## src/rtl/pwm_pkg.sv

```systemverilog
// ============================================================================
// pwm_pkg : shared constants and types for the multi-channel PWM timer
// Rev 1.0
// ============================================================================
`default_nettype none

package pwm_pkg;

  localparam logic PWM_EDGE   = 1'b0;
  localparam logic PWM_CENTER = 1'b1;

  localparam int PWM_COUNTER_WIDTH  = 12;
  localparam int PWM_CHANNELS       = 2;
  localparam int PWM_DEADTIME_WIDTH = 8;

  typedef enum logic {
    DIR_UP   = 1'b0,
    DIR_DOWN = 1'b1
  } pwm_dir_e;

  // LSB of channel k inside a packed per-channel bus of slice width w
  function automatic int pwm_slice_lsb(input int k, input int w);
    return k * w;
  endfunction

endpackage

`default_nettype wire

```

## src/rtl/pwm_deadtime.sv

```systemverilog
// ============================================================================
// pwm_deadtime : complementary gate pair with dead-time insertion, one channel
// Rev 1.0
// ============================================================================
`default_nettype none

module pwm_deadtime
  import pwm_pkg::*;
#(
  parameter int deadtime_width = PWM_DEADTIME_WIDTH
) (
  input  logic                      aclk,
  input  logic                      resetn,
  input  logic                      enable,
  input  logic                      raw,
  input  logic [deadtime_width-1:0] deadtime,
  output logic                      pwm_h,
  output logic                      pwm_l
);

  logic [deadtime_width-1:0] dt_cnt_q, dt_cnt_d;
  logic raw_q, off_q;
  logic h_q, h_d, l_q, l_d;
  logic edge_seen, hold;

  // Coming out of disable/reset counts as an edge so the first gate also waits D
  assign edge_seen = off_q || (raw != raw_q);
  assign hold      = edge_seen ? (deadtime != '0) : (dt_cnt_q > deadtime_width'(1));

  always_comb begin
    dt_cnt_d = '0;
    h_d      = 1'b0;
    l_d      = 1'b0;
    if (enable) begin
      if (edge_seen) begin
        dt_cnt_d = deadtime;
      end else if (dt_cnt_q != '0) begin
        dt_cnt_d = dt_cnt_q - deadtime_width'(1);
      end
      if (!hold) begin
        h_d = raw;
        l_d = ~raw;
      end
    end
  end

  always_ff @(posedge aclk) begin
    if (!resetn) begin
      dt_cnt_q <= '0;
      raw_q    <= 1'b0;
      off_q    <= 1'b1;
      h_q      <= 1'b0;
      l_q      <= 1'b0;
    end else begin
      dt_cnt_q <= dt_cnt_d;
      raw_q    <= raw;
      off_q    <= ~enable;
      h_q      <= h_d;
      l_q      <= l_d;
    end
  end

  assign pwm_h = h_q;
  assign pwm_l = l_q;

endmodule

`default_nettype wire

```

## src/rtl/pwm_generator_mc.sv

```systemverilog
// ============================================================================
// pwm_generator_mc : shared edge/center-aligned counter, shadowed compares,
//                    per-channel dead-time gate pairs and ADC sync
// Rev 1.0
// ============================================================================
`default_nettype none

module pwm_generator_mc
  import pwm_pkg::*;
#(
  parameter int counter_width  = PWM_COUNTER_WIDTH,
  parameter int channels       = PWM_CHANNELS,
  parameter int deadtime_width = PWM_DEADTIME_WIDTH
) (
  input  logic                              aclk,
  input  logic                              resetn,
  input  logic                              enable,
  input  logic                              mode,
  input  logic [counter_width-1:0]          period,
  input  logic [channels*counter_width-1:0] comparator,
  input  logic [deadtime_width-1:0]         deadtime,
  input  logic                              update,
  output logic [counter_width-1:0]          counter,
  output logic                              sync,
  output logic [channels-1:0]               pwm_h,
  output logic [channels-1:0]               pwm_l
);

  logic [counter_width-1:0]          cnt_q, cnt_d;
  pwm_dir_e                          dir_q, dir_d;
  logic                              sync_q, sync_d;
  logic [counter_width-1:0]          per_q, per_d;
  logic [channels*counter_width-1:0] cmp_q, cmp_d;
  logic [deadtime_width-1:0]         dt_q, dt_d;
  logic                              mode_q, mode_d;
  logic                              pend_q, pend_d;
  logic                              pe, load;
  logic [channels-1:0]               raw;

  always_comb begin
    if (mode_q == PWM_EDGE) begin
      pe = (cnt_q == per_q);
    end else begin
      pe = ((dir_q == DIR_DOWN) && (cnt_q == counter_width'(1))) || (per_q == '0);
    end
  end

  // Shadow registers track the inputs freely while the timer is stopped
  assign load = !enable || (pe && (pend_q || update));

  always_comb begin
    per_d  = per_q;
    cmp_d  = cmp_q;
    dt_d   = dt_q;
    mode_d = mode_q;
    pend_d = pend_q | update;
    if (load) begin
      per_d  = period;
      cmp_d  = comparator;
      dt_d   = deadtime;
      mode_d = mode;
      pend_d = 1'b0;
    end
  end

  always_comb begin
    cnt_d = '0;
    dir_d = DIR_UP;
    if (enable && !pe) begin
      if (mode_q == PWM_EDGE) begin
        cnt_d = cnt_q + counter_width'(1);
      end else if (dir_q == DIR_UP) begin
        cnt_d = cnt_q + counter_width'(1);
        dir_d = (cnt_d == per_q) ? DIR_DOWN : DIR_UP;
      end else begin
        cnt_d = cnt_q - counter_width'(1);
        dir_d = DIR_DOWN;
      end
    end
    sync_d = enable && (cnt_d == '0);
  end

  always_ff @(posedge aclk) begin
    if (!resetn) begin
      cnt_q  <= '0;
      dir_q  <= DIR_UP;
      sync_q <= 1'b0;
      per_q  <= '0;
      cmp_q  <= '0;
      dt_q   <= '0;
      mode_q <= PWM_EDGE;
      pend_q <= 1'b0;
    end else begin
      cnt_q  <= cnt_d;
      dir_q  <= dir_d;
      sync_q <= sync_d;
      per_q  <= per_d;
      cmp_q  <= cmp_d;
      dt_q   <= dt_d;
      mode_q <= mode_d;
      pend_q <= pend_d;
    end
  end

  assign counter = cnt_q;
  assign sync    = sync_q;

  generate
    for (genvar k = 0; k < channels; k++) begin : g_ch
      assign raw[k] = cnt_q < cmp_q[pwm_slice_lsb(k, counter_width) +: counter_width];

      pwm_deadtime #(
        .deadtime_width(deadtime_width)
      ) u_deadtime (
        .aclk    (aclk),
        .resetn  (resetn),
        .enable  (enable),
        .raw     (raw[k]),
        .deadtime(dt_q),
        .pwm_h   (pwm_h[k]),
        .pwm_l   (pwm_l[k])
      );
    end
  endgenerate

endmodule

`default_nettype wire

```

## config.mk

```make
export PLATFORM = sky130hd
export DESIGN_NAME = pwm_generator_mc
export DESIGN_NICKNAME = d
export VERILOG_FILES = /design/src/rtl/pwm_pkg.sv /design/src/rtl/pwm_deadtime.sv /design/src/rtl/pwm_generator_mc.sv
export SDC_FILE = /design/constraint.sdc
export NUM_CORES = 1
export LEC_CHECK = 0
export CAP_MARGIN = 20
export CORE_UTILIZATION = 55
export CTS_BUF_LIST = sky130_fd_sc_hd__clkbuf_4 sky130_fd_sc_hd__clkbuf_8 sky130_fd_sc_hd__clkbuf_16
export DETAILED_ROUTE_END_ITERATION = 6
export DONT_BUFFER_PORTS = 1
export PLACE_DENSITY = 0.73
export SYNTH_ARGS = -nofsm -noshare
export SYNTH_HDL_FRONTEND = slang
export SYNTH_SLANG_ARGS = --single-unit
export TNS_END_PERCENT = 10
```

## constraint.sdc

```tcl
create_clock -name aclk -period 4.74 [get_ports aclk]
set_input_delay 0.237 -clock aclk [delete_from_list [all_inputs] [get_ports aclk]]
set_output_delay 0.237 -clock aclk [all_outputs]
set_load 0.01 [all_outputs]
```

* Word level (Yosys, flattened, before mapping)
Index checks and enable logic that the tools add are counted.
Word-level totals: output and inout bits 17, flip-flop bits (word level) 83, logic and storage cells 68
Cells by class: mux-type cells 12, reductions and logical operators 21, equal/unequal tests 5, order comparisons 4, add/subtract/negate cells 4, bitwise operators 5
Operators by type and width (number):
- 12-bit 2-to-1 mux | 3
- 8-bit 2-to-1 mux | 4
- 12-bit equality test | 2
- 12-bit zero test | 2
- 12-bit less-than comparator | 2
- 8-bit nonzero test | 3
- 8-bit by 1-bit greater-than comparator with 1-bit output (second input constant) | 2
- 8-bit by 1-bit subtractor with 8-bit output (second input constant) | 2
- 12-bit by 1-bit adder with 12-bit output (second input constant) | 1
- 12-bit by 1-bit equality test with 1-bit output (second input constant) | 1
- 12-bit by 1-bit subtractor with 12-bit output (second input constant) | 1
- 3-bit OR reduction | 2
- 1-bit logical OR | 5
- 1-bit 2-to-1 mux | 5
- 1-bit logical AND | 4
- 1-bit NOT | 4
- 3-bit AND reduction | 1
- 1-bit zero test | 2
- 1-bit != test | 2
- 2-bit AND reduction | 1
- 2-bit OR reduction | 1
- 1-bit OR | 1

* Logic depth before layout (Yosys ltp)
Gate-level depths: netlist of the first run.
word-level depth 9, gate-level depth with buffers 9, depth with buffers taken out 8

* Cells and area by module
From an unflattened synthesis of the first run, not the netlist that was laid out.
Second synthesis, totals: cells, all modules 586, area total of the unflattened synthesis 4968.5 um^2
By module, submodules not included:
- pwm_generator_mc | times used 1, cells each 458, area an instance 3722.3 um^2
- pwm_deadtime | times used 2, cells each 64, area an instance 623.1 um^2

* Least setup slack after synthesis of the first run
Ideal clock, no wire load.
path type register to register, start point register cnt_q[1], in the netlist counter[1], end point register g_ch[1].u_deadtime.dt_cnt_q[0], cell stages (with the launch flop) 7, data required time 4668 ps, setup time 72 ps, path slack 2314 ps, data arrival time 2353 ps, cell sequence dfxtp_1 -> ha_1 -> a211oi_1 -> o21ai_1 -> a2111oi_2 -> mux2i_2 -> mux2i_1
On the way: word-level cells in the longest chain between the ends 4
Ends and longest elaborated chain:
- start: declaration | RTL line pwm_generator_mc.sv:29 | logic [counter_width-1:0] cnt_q, cnt_d;
- start signal: assignment | RTL line pwm_generator_mc.sv:94 | cnt_q <= cnt_d;
- 12-bit less-than comparator | RTL line pwm_generator_mc.sv:110 | assign raw[k] = cnt_q < cmp_q[pwm_slice_lsb(k, counter_width) +: counter_width];
- 1-bit != test | RTL line pwm_deadtime.sv:27 | assign edge_seen = off_q || (raw != raw_q);
- 1-bit logical OR | RTL line pwm_deadtime.sv:27
- 8-bit 2-to-1 mux | RTL line pwm_deadtime.sv:35 | if (edge_seen) begin
- end signal: assignment | RTL line pwm_deadtime.sv:55 | dt_cnt_q <= dt_cnt_d;
- end: declaration | RTL line pwm_deadtime.sv:21 | logic [deadtime_width-1:0] dt_cnt_q, dt_cnt_d;
No other way between the ends. A chain may end at the register's enable or synchronous reset.

* Final worst setup path of the first run
start point register cnt_q[9], in the netlist counter[9], end point register g_ch[1].u_deadtime.dt_cnt_q[0]
Same word-level chain as after synthesis.

==> metrics.md, run 1 <==
| Metric | Value |
|---|---|
| GRT Max-Usage Layer | `met2` |
| Synth cell types | `60` |
| Clock Latency Late Sink | `0.37 ns` |
| Final-report hold violation count | `1` |
| Syn nets | `678` |
| WL final | `11700 µm` |
| Yosys top cell by area | `dfxtp_1` |
| Starting Density | `0.575` |
| P&R area growth vs syn | `6.23%` |
| Failing checks | `DRC, hold timing` |
| Clock Pin Slew Worst Setup and Hold Paths | `0.10 ns` |
| Total power | `1.62 mW` |
| CTS tree | `yes` |
| Largest net degree at the start of global routing | `93` |
| Vias in the first global route | `4025` |
| Leakage | `2.33 nW` |
| Post-synth EDFFs | `0` |
| Most common cell after layout, fill and taps aside | `nand2_1` |
| Pwr dens | `302 nW/µm²` |
| Core Box Area | `8810 µm²` |
| 1st-pass router iterations | `7` |
| Layout cells sized above 1 | `0.0585` |
| GRT Residual Overflow | `0` |
| CTS Buf Count | `9` |
| Outcome | `complete, but fails checks` |
| Via count | `4146` |
| Setup TNS | `0 ns` |
| Slew HR | `0.437` |
| Ys async rst share | `0` |
| Final worst slack | `1.58 ns` |
| Clk_skew | `0.0163 ns` |
| Yosys warnings | `0` |
| Die H | `97.9 µm` |
| CP arrival | `3.45 ns` |
| GR Util met1 | `0.300` |
| Antenna violations before repair | `0` |
| Global-route wire length before repair | `19100 µm` |
| Gate Count Post-Synth | `598` |
| Num rows | `34` |
| Post-synth top area share | `0.328` |
| DR vias/cell | `5.87` |
| Final min period | `3.16 ns` |
| CTS H-tree depth | `3` |
| Post-placement setup slack | `1.69 ns` |
| WP data required | `5.03 ns` |
| Most frequent cells in the layout | `nand2_1 (133), dfxtp_1 (83), mux2i_1 (61)` |
| Mapped cell area | `5060 µm²` |
| Met2 Usage GRT | `0.442` |
| Postcts setup bufs | `0` |
| Crit Path Category | `reg2reg` |
| Part of the Yosys area used for sequential elements | `0.328` |
| Seq cells post-synth | `83` |
| Clk buf depth | `2` |
| Synth Flop Type | `dfxtp_1` |
| Final setup fails | `0` |
| Die X | `97.9 µm` |
| Crit share post-route | `0.667` |
| Worst Hold Class | `in2reg` |
| Fin cells | `706` |
| Drt initial violations | `301` |
| Hold_ws | `-0.00160 ns` |
| Routed Antenna Nets | `0` |
| Clock Root Buffer | `clkbuf_8` |
| GR Util All Layers | `0.249` |
| Final nets | `673` |
| I/O pin count | `66` |
| Hold buffers post-CTS | `15` |
| VDD IR-drop max | `0.164 mV` |
| Avg Synthesized Cell Area | `8.46 µm²` |
| Met3 usage | `0.0394` |
| Slew @ Worst Pin | `0.843 ns` |
| RSZ-0062 raised after global routing | `false` |
| DRC viols | `3` |
| MaxCap Viol Count | `0` |
| Post-cts sizing count | `0` |
| Max Slew Vio Count | `0` |
| GP Congestion | `0.890` |
| Antenna Diode Count | `0` |
| Fmax | `316 MHz` |
| WL per Instance | `16.5 µm` |
| Fin util | `0.611` |
| CP max FO | `12` |
| Largest cells by area after synthesis | `dfxtp_1 (33%), mux2i_1 (12%), nand2_1 (9.9%)` |
| Post-DP HPWL | `8450 µm` |
| Placed Cells | `674` |
| CTS Sinks | `83` |
| Critical Path Source Type | `register` |
| Die area | `9590 µm²` |
| Port Buffers | `0` |
| Worst setup EP type | `register` |
kinds of logic after synthesis:
kind of cell | synth area share
AND/OR/NAND/NOR | 0.225
flip-flops | 0.328
buffers and inverters | 0.0764
AO/OA/AOI/OAI | 0.0875
multiplexers | 0.128
XOR/XNOR | 0.0784
adder cells (fa/ha/maj) | 0.0766
path summary, 6_finish.rpt:
path                     startpoint                                   endpoint  slack [ns]  cells past startpoint
min                  comparator[14]                     cmp_q[14]$_SDFFE_PN0P_      -0.002                      2
max reg2reg   counter[9]$_SDFF_PN0_  g_ch[1].u_deadtime.dt_cnt_q[0]$_SDFF_PN0_        1.58                      7
min reg2reg  cmp_q[18]$_SDFFE_PN0P_                     cmp_q[18]$_SDFFE_PN0P_        0.46                      2
max           counter[9]$_SDFF_PN0_  g_ch[1].u_deadtime.dt_cnt_q[0]$_SDFF_PN0_        1.58                      7
cell type report:
class / count / area [µm²]
Fill cell: 762 / 3430
Multi-Input combinational cell: 444 / 3020
Tap cell: 108 / 135
Inverter: 36 / 135
Timing Repair Buffer: 19 / 195
Clock inverter: 7 / 105
Clock buffer: 9 / 124
Sequential cell: 83 / 1660
routing by layer:
metal | vias up | part of all wire
li1 | 2020 | -
met1 | 1959 | 0.44
met2 | 143 | 0.49
met3 | 24 | 0.057
met4 | 0 | 0.018
met5 | - | 0
cells in the mapped netlist, types with 3 or more instances:
cell type,count
a21oi_1,12
o21ai_0,13
nor3_1,14
and2_1,4
nand3b_1,3
a21o_1,3
and4_1,3
buf_6,4
mux2i_1,61
clkbuf_1,15
o31ai_1,4
o22ai_1,5
nand4_1,7
a211oi_1,4
nor4_1,7
buf_4,5
xnor2_2,4
xor2_1,17
ha_1,31
nand2_1,133
nand2b_1,5
inv_1,36
nor2_1,31
and3_1,5
dfxtp_1,83
a31oi_1,4
nand3_1,11
buf_12,4
xnor2_1,19
nor2b_1,5
buf_2,5
nor4b_1,5
per-stage QoR:
step           hold WS, ns  cell area (µm²)
2_1_floorplan        0.376             5060
3_3_place_gp         0.377             4990
3_5_place_dp         0.380             4990
4_1_cts           0.000263             5370
5_1_grt            0.00468             5380
6_report          -0.00160             5380
state kept, by name, summed over array words and instances (netlist names), 2 cells and up:
register                  cells
g_ch.u_deadtime.pwm_l         2
g_ch.u_deadtime.pwm_h         2
cmp_q                        24
g_ch.u_deadtime.raw_q         2
per_q                        12
dt_q                          8
counter                      12
g_ch.u_deadtime.dt_cnt_q     16
worst max-delay path, stage by stage, from the launching register on:
cell       delay [ns]
dfxtp_1          0.76
ha_1             0.37
a21o_1           0.17
a21oi_1          0.15
nor2b_1          0.08
a2111oi_2        0.54
mux2i_2          0.73
mux2i_1          0.27
report_power, final:
part | switching (mW) | total [mW] | internal (mW)
logic | 0.130 | 0.249 | 0.119
registers | 0.0418 | 0.780 | 0.738
clock network | 0.289 | 0.594 | 0.305
(Power assumes the default switching activity.)
==> run 2, diff against run 1 <==
Clock period 4.74 ns to 3.1 ns, I/O delays scaled along.
==> metrics.md, run 2 (synthesized netlist as in run 1, its figures left out) <==
| Metric | Value |
|---|---|
| Outcome | `complete, but fails checks` |
| Failing checks | `DRC` |
| WL final | `11700 µm` |
| Biggest register | `cmp_q` |
| GRT Residual Overflow | `0` |
| Global-route wire length before repair | `19500 µm` |
| Starting Density | `0.575` |
| GR Util All Layers | `0.256` |
| Routed Antenna Nets | `0` |
| Vias in the first global route | `4124` |
| Die area | `9590 µm²` |
| Area post-placement | `5060 µm²` |
| Fillers | `718` |
| DRC viols | `3` |
| Die H | `97.9 µm` |
| CTS tree | `yes` |
| Worst Hold Class | `in2reg` |
| Multi-input logic area | `3020 µm²` |
| 1st-pass router iterations | `7` |
| Worst setup EP type | `register` |
| Clk buf depth | `2` |
| I/O pin count | `66` |
| Final min period | `2.97 ns` |
| CTS Sinks | `83` |
| Largest registers | `cmp_q (24), g_ch.u_deadtime.dt_cnt_q (16)` |
| Final setup fails | `0` |
| Clock Latency Late Sink | `0.36 ns` |
| Crit share post-route | `0.960` |
| GRT Max-Usage Layer | `met2` |
| Post-placement setup slack | `0.405 ns` |
| Most common cell after layout, fill and taps aside | `nand2_1` |
| WP data required | `3.40 ns` |
| Layout cells sized above 1 | `0.0703` |
| Final-report hold violation count | `0` |
| Post-DP HPWL | `8180 µm` |
| R2r worst-path depth | `6` |
| Total power | `2.56 mW` |
| Most frequent cells in the layout | `nand2_1 (133), dfxtp_1 (82), mux2i_1 (61)` |
| R2R Path Start | `counter[10]$_SDFF_PN0_` |
| Slew HR | `0.297` |
| Worst r2r dst | `per_q[4]$_SDFFE_PN0P_` |
| GR Util met1 | `0.323` |
| Met3 usage | `0.0451` |
| Slew @ Worst Pin | `1.05 ns` |
| Leakage | `2.54 nW` |
| Met2 Usage GRT | `0.437` |
| CTS Buf Count | `9` |
| Clk_skew | `0.0108 ns` |
| MaxCap Viol Count | `0` |
| Antenna violations before repair | `0` |
| Crit Path Category | `reg2reg` |
| Drt initial violations | `237` |
| Min-delay src | `deadtime[7]` |
| Critical Path Source Type | `register` |
| CTS H-tree depth | `3` |
| CP arrival | `3.28 ns` |
| Reg2Reg Setup Slack | `0.13 ns` |
| WL per Instance | `15.7 µm` |
| GP Congestion | `0.946` |
| P&R area growth vs syn | `15.0%` |
| Postcts setup bufs | `0` |
| Antenna Diode Count | `0` |
| CP max FO | `22` |
| Clock Pin Slew Worst Setup and Hold Paths | `0.08 ns` |
| Fmax | `336 MHz` |
| Max FFs per register | `24` |
| Largest net degree at the start of global routing | `88` |
| Setup TNS | `0 ns` |
| Max Slew Vio Count | `0` |
| Register Area | `1660 µm²` |
| Final worst slack | `0.125 ns` |
| Pwr dens | `440 nW/µm²` |
| Num rows | `34` |
| RSZ-0062 raised after global routing | `false` |
| Port Buffers | `0` |
| Via count | `4222` |
| VDD IR-drop max | `0.274 mV` |
| Clock Root Buffer | `clkbuf_8` |
| DR vias/cell | `5.64` |
| Post-route design area | `5820 µm²` |
| Die X | `97.9 µm` |
| Worst hold path cell count | `2` |
| Hold EP | `dt_q[7]$_SDFFE_PN0P_` |
| Final nets | `717` |
| Hold_ws | `0.0429 ns` |
| Core Box Area | `8810 µm²` |
==> run 2: what timing repair did <==
item,CTS,global route
resized for setup,0,1
hold endpoints to repair,48,0
endpoints found under the setup margin,0,1
hold buffers,50,0
==> run 2: metrics by stage <==
step | utilization | instances
2_1_floorplan | - | 598
3_3_place_gp | 0.575 | 684
3_5_place_dp | 0.575 | 684
4_1_cts | 0.661 | 748
5_1_grt | 0.661 | 748
6_report | 0.661 | 748
==> run 2: worst max path at each step <==
| stage | start | to | slack (ns) |
|---|---|---|---|
| 4_1_cts | counter[10]$_SDFF_PN0_ | per_q[4]$_SDFFE_PN0P_ | 0.11 |
| 2_1_floorplan | counter[1]$_SDFF_PN0_ | g_ch[1].u_deadtime.dt_cnt_q[0]$_SDFF_PN0_ | 0.67 |
| 5_1_grt | counter[10]$_SDFF_PN0_ | per_q[4]$_SDFFE_PN0P_ | 0.01 |
| 3_3_place_gp | counter[9]$_SDFF_PN0_ | g_ch[1].u_deadtime.dt_cnt_q[4]$_SDFF_PN0_ | 0.48 |
| 3_5_place_dp | counter[11]$_SDFF_PN0_ | cmp_q[4]$_SDFFE_PN0P_ | 0.41 |
| 6_report | counter[10]$_SDFF_PN0_ | per_q[4]$_SDFFE_PN0P_ | 0.13 |
==> run 2: routing by layer <==
metal  routed length [µm]  share of wire
met5                    0              0
met4                  216          0.018
met3                  747          0.064
met2                 5710           0.49
met1                 5050           0.43
==> run 2: layout make-up <==
type | count | share of cell area
clock inverters | 4 | 0.0170
flip-flops and latches | 83 | 0.286
multi-input cells | 444 | 0.519
clock buffers | 10 | 0.0237
repair buffers | 63 | 0.108
well taps | 108 | 0.0232
inverters | 36 | 0.0232
==> run 2: power breakdown <==
group	switching, mW	total [mW]	internal, mW
Combinational	0.219	0.433	0.214
Clock	0.388	0.939	0.551
Sequential	0.0608	1.19	1.13
==> run 2: worst max-delay path, stage by stage (launching register included) <==
cell	delay (ns)
dfxtp_1	0.63
xor2_1	0.35
or4_4	0.23
o21bai_4	0.08
a21boi_4	0.81
mux2i_1	0.26
dlygate4sd3_1	0.55
